$ cat src/rtl/btn_repeat_pkg.sv
// Shared state encodings and sizing helpers for the push-button event logic.
package btn_repeat_pkg;

    typedef enum logic [1:0] {
        ST_IDLE   = 2'd0,
        ST_DELAY  = 2'd1,
        ST_REPEAT = 2'd2
    } btn_state_t;

    function automatic int clogb2(input int n);
        int v;
        int r;
        v = n - 1;
        r = 0;
        while (v > 0) begin
            r = r + 1;
            v = v >> 1;
        end
        return r;
    endfunction

    // Counter must hold the larger of the two terminal values; never narrower than 1 bit.
    function automatic int cnt_width(input int hold_delay, input int repeat_period);
        int m;
        int w;
        m = (hold_delay > repeat_period) ? hold_delay : repeat_period;
        w = clogb2(m);
        return (w < 1) ? 1 : w;
    endfunction

endpackage

$ cat src/rtl/btn_repeat.sv
// Turns a debounced button level into press/release/step strobes with hold-to-repeat.
module btn_repeat
    import btn_repeat_pkg::*;
#(
    parameter bit P_ACTIVE_LOW    = 1'b1,
    parameter int P_HOLD_DELAY    = 8,
    parameter int P_REPEAT_PERIOD = 4,
    parameter bit P_REPEAT_EN     = 1'b1
) (
    input  logic clk,
    input  logic rst_n,
    input  logic btn,
    output logic press,
    // 'release' is a reserved word in SystemVerilog, so the release strobe is rel.
    output logic rel,
    output logic step,
    output logic held
);

    localparam int CNT_W = cnt_width(P_HOLD_DELAY, P_REPEAT_PERIOD);
    localparam logic [CNT_W-1:0] HOLD_LAST = CNT_W'(P_HOLD_DELAY - 1);
    localparam logic [CNT_W-1:0] PER_LAST  = CNT_W'(P_REPEAT_PERIOD - 1);

    if (P_HOLD_DELAY < 1 || P_REPEAT_PERIOD < 1) begin : g_bad_param
        $error("btn_repeat: P_HOLD_DELAY and P_REPEAT_PERIOD must be >= 1");
    end

    btn_state_t       state;
    logic [CNT_W-1:0] cnt;
    logic             pressed;

    assign pressed = (btn != P_ACTIVE_LOW);

    always_ff @(posedge clk or negedge rst_n) begin
        if (!rst_n) begin
            state <= ST_IDLE;
            cnt   <= '0;
            press <= 1'b0;
            rel   <= 1'b0;
            step  <= 1'b0;
            held  <= 1'b0;
        end else begin
            press <= 1'b0;
            rel   <= 1'b0;
            step  <= 1'b0;
            case (state)
                ST_IDLE: begin
                    if (pressed) begin
                        press <= 1'b1;
                        step  <= 1'b1;
                        held  <= 1'b1;
                        cnt   <= '0;
                        state <= ST_DELAY;
                    end
                end
                ST_DELAY: begin
                    // Release is tested first so it wins over a coincident expiry.
                    if (!pressed) begin
                        rel   <= 1'b1;
                        held  <= 1'b0;
                        cnt   <= '0;
                        state <= ST_IDLE;
                    end else if (P_REPEAT_EN && cnt == HOLD_LAST) begin
                        step  <= 1'b1;
                        cnt   <= '0;
                        state <= ST_REPEAT;
                    end else if (cnt != '1) begin
                        cnt <= cnt + 1'b1;
                    end
                end
                ST_REPEAT: begin
                    if (!pressed) begin
                        rel   <= 1'b1;
                        held  <= 1'b0;
                        cnt   <= '0;
                        state <= ST_IDLE;
                    end else if (cnt == PER_LAST) begin
                        step <= 1'b1;
                        cnt  <= '0;
                    end else begin
                        cnt <= cnt + 1'b1;
                    end
                end
                default: begin
                    held  <= 1'b0;
                    cnt   <= '0;
                    state <= ST_IDLE;
                end
            endcase
        end
    end

endmodule

$ cat config.mk
export PLATFORM = sky130hd
export DESIGN_NAME = btn_repeat
export DESIGN_NICKNAME = d
export VERILOG_FILES = /design/src/rtl/btn_repeat_pkg.sv /design/src/rtl/btn_repeat.sv
export SDC_FILE = /design/constraint.sdc
export NUM_CORES = 1
export LEC_CHECK = 0
export CAP_MARGIN = 5
export CORE_MARGIN = 4
export CORE_UTILIZATION = 40
export CTS_CLUSTER_DIAMETER = 40
export DETAILED_ROUTE_END_ITERATION = 7
export PLACE_DENSITY_LB_ADDON = 0.15
export SKIP_CTS_REPAIR_TIMING = 1
export SYNTH_ARGS = -nofsm -noshare
export SYNTH_HDL_FRONTEND = slang
export SYNTH_SLANG_ARGS = --single-unit
$ cat constraint.sdc
create_clock -name clk -period 2 [get_ports clk]
set_input_delay 0.5 -clock clk [delete_from_list [all_inputs] [get_ports clk]]
set_output_delay 0.5 -clock clk [all_outputs]
set_load 0.05 [all_outputs]
==> impl_metrics.py <==
metrics = {
    "clock_tree": {
        "cts_tree": "built",
        "htreeDepth": 1,
        "clock-sinks": 9,
        "clk_pin_slew_ns": 0.06,
        "cts_made_buffers": 3,
        "clock_latency_ns": 0.26,
        "clockRootBuffer": "clkbuf_4",
        "clockBufferDepth": 2,
    },
    "floorplanning": {
        "core_mm2": 0.001186,
        "rows": 12,
        "io_pins": 7,
        "die_h_um": 44.51,
        "chipWidth_um": 44.51,
        "die_area_mm2": 0.001981,
        "start_util_pct": 44.94,
    },
    "finish": {
        "drive_above_1_share_pct": 17.24,
        "final_common_cell": "dfrtp_1",
        "final_cell_mix": "dfrtp_1 (9), ha_1 (8), inv_1 (5), clkdlybuf4s50_1 (4)",
        "diodes": 0,
        "synthToLayoutAreaGrowth_pct": 16.67,
        "fillCellCount": 104,
        "nets": 70,
    },
    "worst_setup_path": {
        "cp_max_fo": 1,
        "critical_path.top_delay_family": "buffers and inverters",
        "cp.arrival_ns": 1.39,
        "ff2ff_setup_slack_ns": 0.51,
        "timing.rr.start": "cnt[0]$_DFFE_PN0P_",
        "end_kind": "output pin",
        "cp-start-kind": "register",
        "max_stage_delay_ns": 0.79,
        "crit_slowest_cell": "clkdlybuf4s50_1",
        "critPathKind": "reg2out",
        "cp_num_buf_inv": 1,
        "critPathRequiredTime_ns": 1.50,
        "crit_chain": "clkdlybuf4s50_1",
        "critPathLaunch": "press$_DFF_PN0_",
    },
    "logic_synthesis": {
        "async_flop_share_pct": 100.0,
        "yosysUniqueCellTypes": 24,
        "synth_ff_type": "dfrtp_1",
        "synth_edf_count": 0,
        "netlist_instances": 50,
        "synth_seq_area_share_pct": 42.25,
        "synth.avg_cell_area_um2": 10.66,
        "syn_nets": 61,
        "synth_top_area_cell": "dfrtp_1",
        "synth.top_cell.area_share_pct": 42.25,
        "yosysWarnings": 0,
        "syn-cell-area_um2": 533.0,
        "yosys-top-cells-area": "dfrtp_1 (42%), ha_1 (19%), inv_1 (3.5%), o311ai_2 (3.1%), nand3_1 (2.8%)",
        "ys_seq_elements": 9,
    },
    "grt": {
        "grt_max_degree": 12,
        "grt_pass1_vias": 368,
        "gr-total-overflow": 0,
        "grt_usage_pct": 11.64,
        "grt_first_pass_wirelength_mm": 1.642,
        "antenna_found_initial": 0,
    },
    "power": {
        "leakagePower_nw": 0.2912,
        "ir_drop_uv": 872.1,
        "p_per_area_mw_per_mm2": 1268,
    },
    "route": {
        "ant_nets": 0,
        "wire_per_inst_um": 14.10,
        "dr_wl_met2_um": 537,
        "vias": 380,
        "via_per_inst": 5.278,
        "wl_met1_um": 435,
        "route.final.wire_length_mm": 1.015,
        "highest_layer": "met3",
        "remaining_drc_errors": 0,
        "drt_iter0_drc": 9,
        "dr.pass1.iters": 2,
        "met3_length_um": 42,
    },
    "timing": {
        "finalHoldViolCount": 0,
        "setup_viol": 0,
        "finalCriticalPeriod_ns": 1.889,
        "fin_skew_ns": 0.004767,
        "max_freq_ghz": 0.5293,
        "hold_ws_ns": 0.5209,
        "slew_headroom_pct": 66.30,
        "period_share_pct": 94.47,
        "maxSlewViolCount": 0,
        "tightestPinTransition_ns": 0.5039,
        "setup_tns_ns": 0,
        "rsz0062_at_grt": "false",
    },
    "hold_path": {
        "hold_start": "held$_DFFE_PN0P_",
        "hold_class": "reg2reg",
    },
    "flow_run": {
        "drv_cap": 0,
    },
    "outcome": {
        "outcome": "completed",
    },
    "place": {
        "gp_congestion": 0.7803,
        "dp.final_hpwl_um": 776.6,
        "numPortBuffers": 6,
    },
}
## layout make-up
cell class,instances,area (µm²),area share (%)
Sequential cell,9,225.2,36.22
Multi-Input combinational cell,33,275.3,44.27
Inverter,6,22.52,3.622
Tap cell,14,17.52,2.817
Timing Repair Buffer,6,55.05,8.853
Clock buffer,4,26.28,4.225
## final timing paths
check / end / depth (start not counted)
min in group asynchronous: step$_DFF_PN0_ / 1
hold reg to reg: held$_DFFE_PN0P_ / 2
max in group asynchronous: state[0]$_DFFE_PN0P_ / 1
setup reg to reg: state[0]$_DFFE_PN0P_ / 5
hold / removal: held$_DFFE_PN0P_ / 2
setup / recovery: press / 1
## worst register-to-register path: cells and delay by family (launching register included)
kind	cells	cell delay [ns]
simple gates	2	0.33
flops	1	0.40
compound gates	1	0.20
fa+ha+maj	2	0.47
## per-layer routing
layer | GRT usage, % | vias to the layer above
li1 | - | 188
met1 | 13.51 | 186
met2 | 18.91 | 6
met3 | 2.846 | 0
met4 | 7.229 | 0
met5 | 0 | -
## flip-flops by register name, summed over array words and instances, names as in the netlist
register,flops
cnt,3
press,1
held,1
rel,1
step,1
state,2
## stage by stage
| step | setup slack, ns | std cells | cell area (µm²) | total power, mW | util [%] |
|---|---|---|---|---|---|
| global placement | 0.2733 | 68 | 595.6 | 0.6348 | 50.21 |
| global route | 0.05197 | 72 | 621.8 | 0.8394 | 52.43 |
| detailed placement | 0.2279 | 68 | 595.6 | 0.6525 | 50.21 |
| finish | 0.1106 | 72 | 621.8 | 0.7883 | 52.43 |
| CTS | 0.08848 | 72 | 621.8 | 0.7957 | 52.43 |
| floorplan | 0.6200 | 50 | 533.0 | 0.5510 | - |
## cells in the mapped netlist (2+ instances only)
| master | number |
|---|---|
| dfrtp_1 | 9 |
| o21ai_0 | 2 |
| inv_1 | 5 |
| buf_2 | 2 |
| nand2b_1 | 2 |
| nand3_1 | 3 |
| ha_1 | 8 |
| nand2_1 | 2 |
| a21oi_1 | 2 |
## power by group
part / total, mW / internal, mW / switching, mW
Sequential: 0.261 / 0.229 / 0.0319
Clock: 0.142 / 0.0769 / 0.0649
Combinational: 0.385 / 0.147 / 0.238
Total: 0.788 / 0.453 / 0.335
## cell families after synthesis
| family | synth area share (%) |
|---|---|
| AOI/OAI and AO/OA | 16.20 |
| adders and majority gates | 18.78 |
| buffers and inverters | 6.103 |
| DFF | 42.25 |
| muxes | 1.878 |
| and+or+nand+nor | 14.79 |
Note: power is estimated with default switching activity, not from simulation.
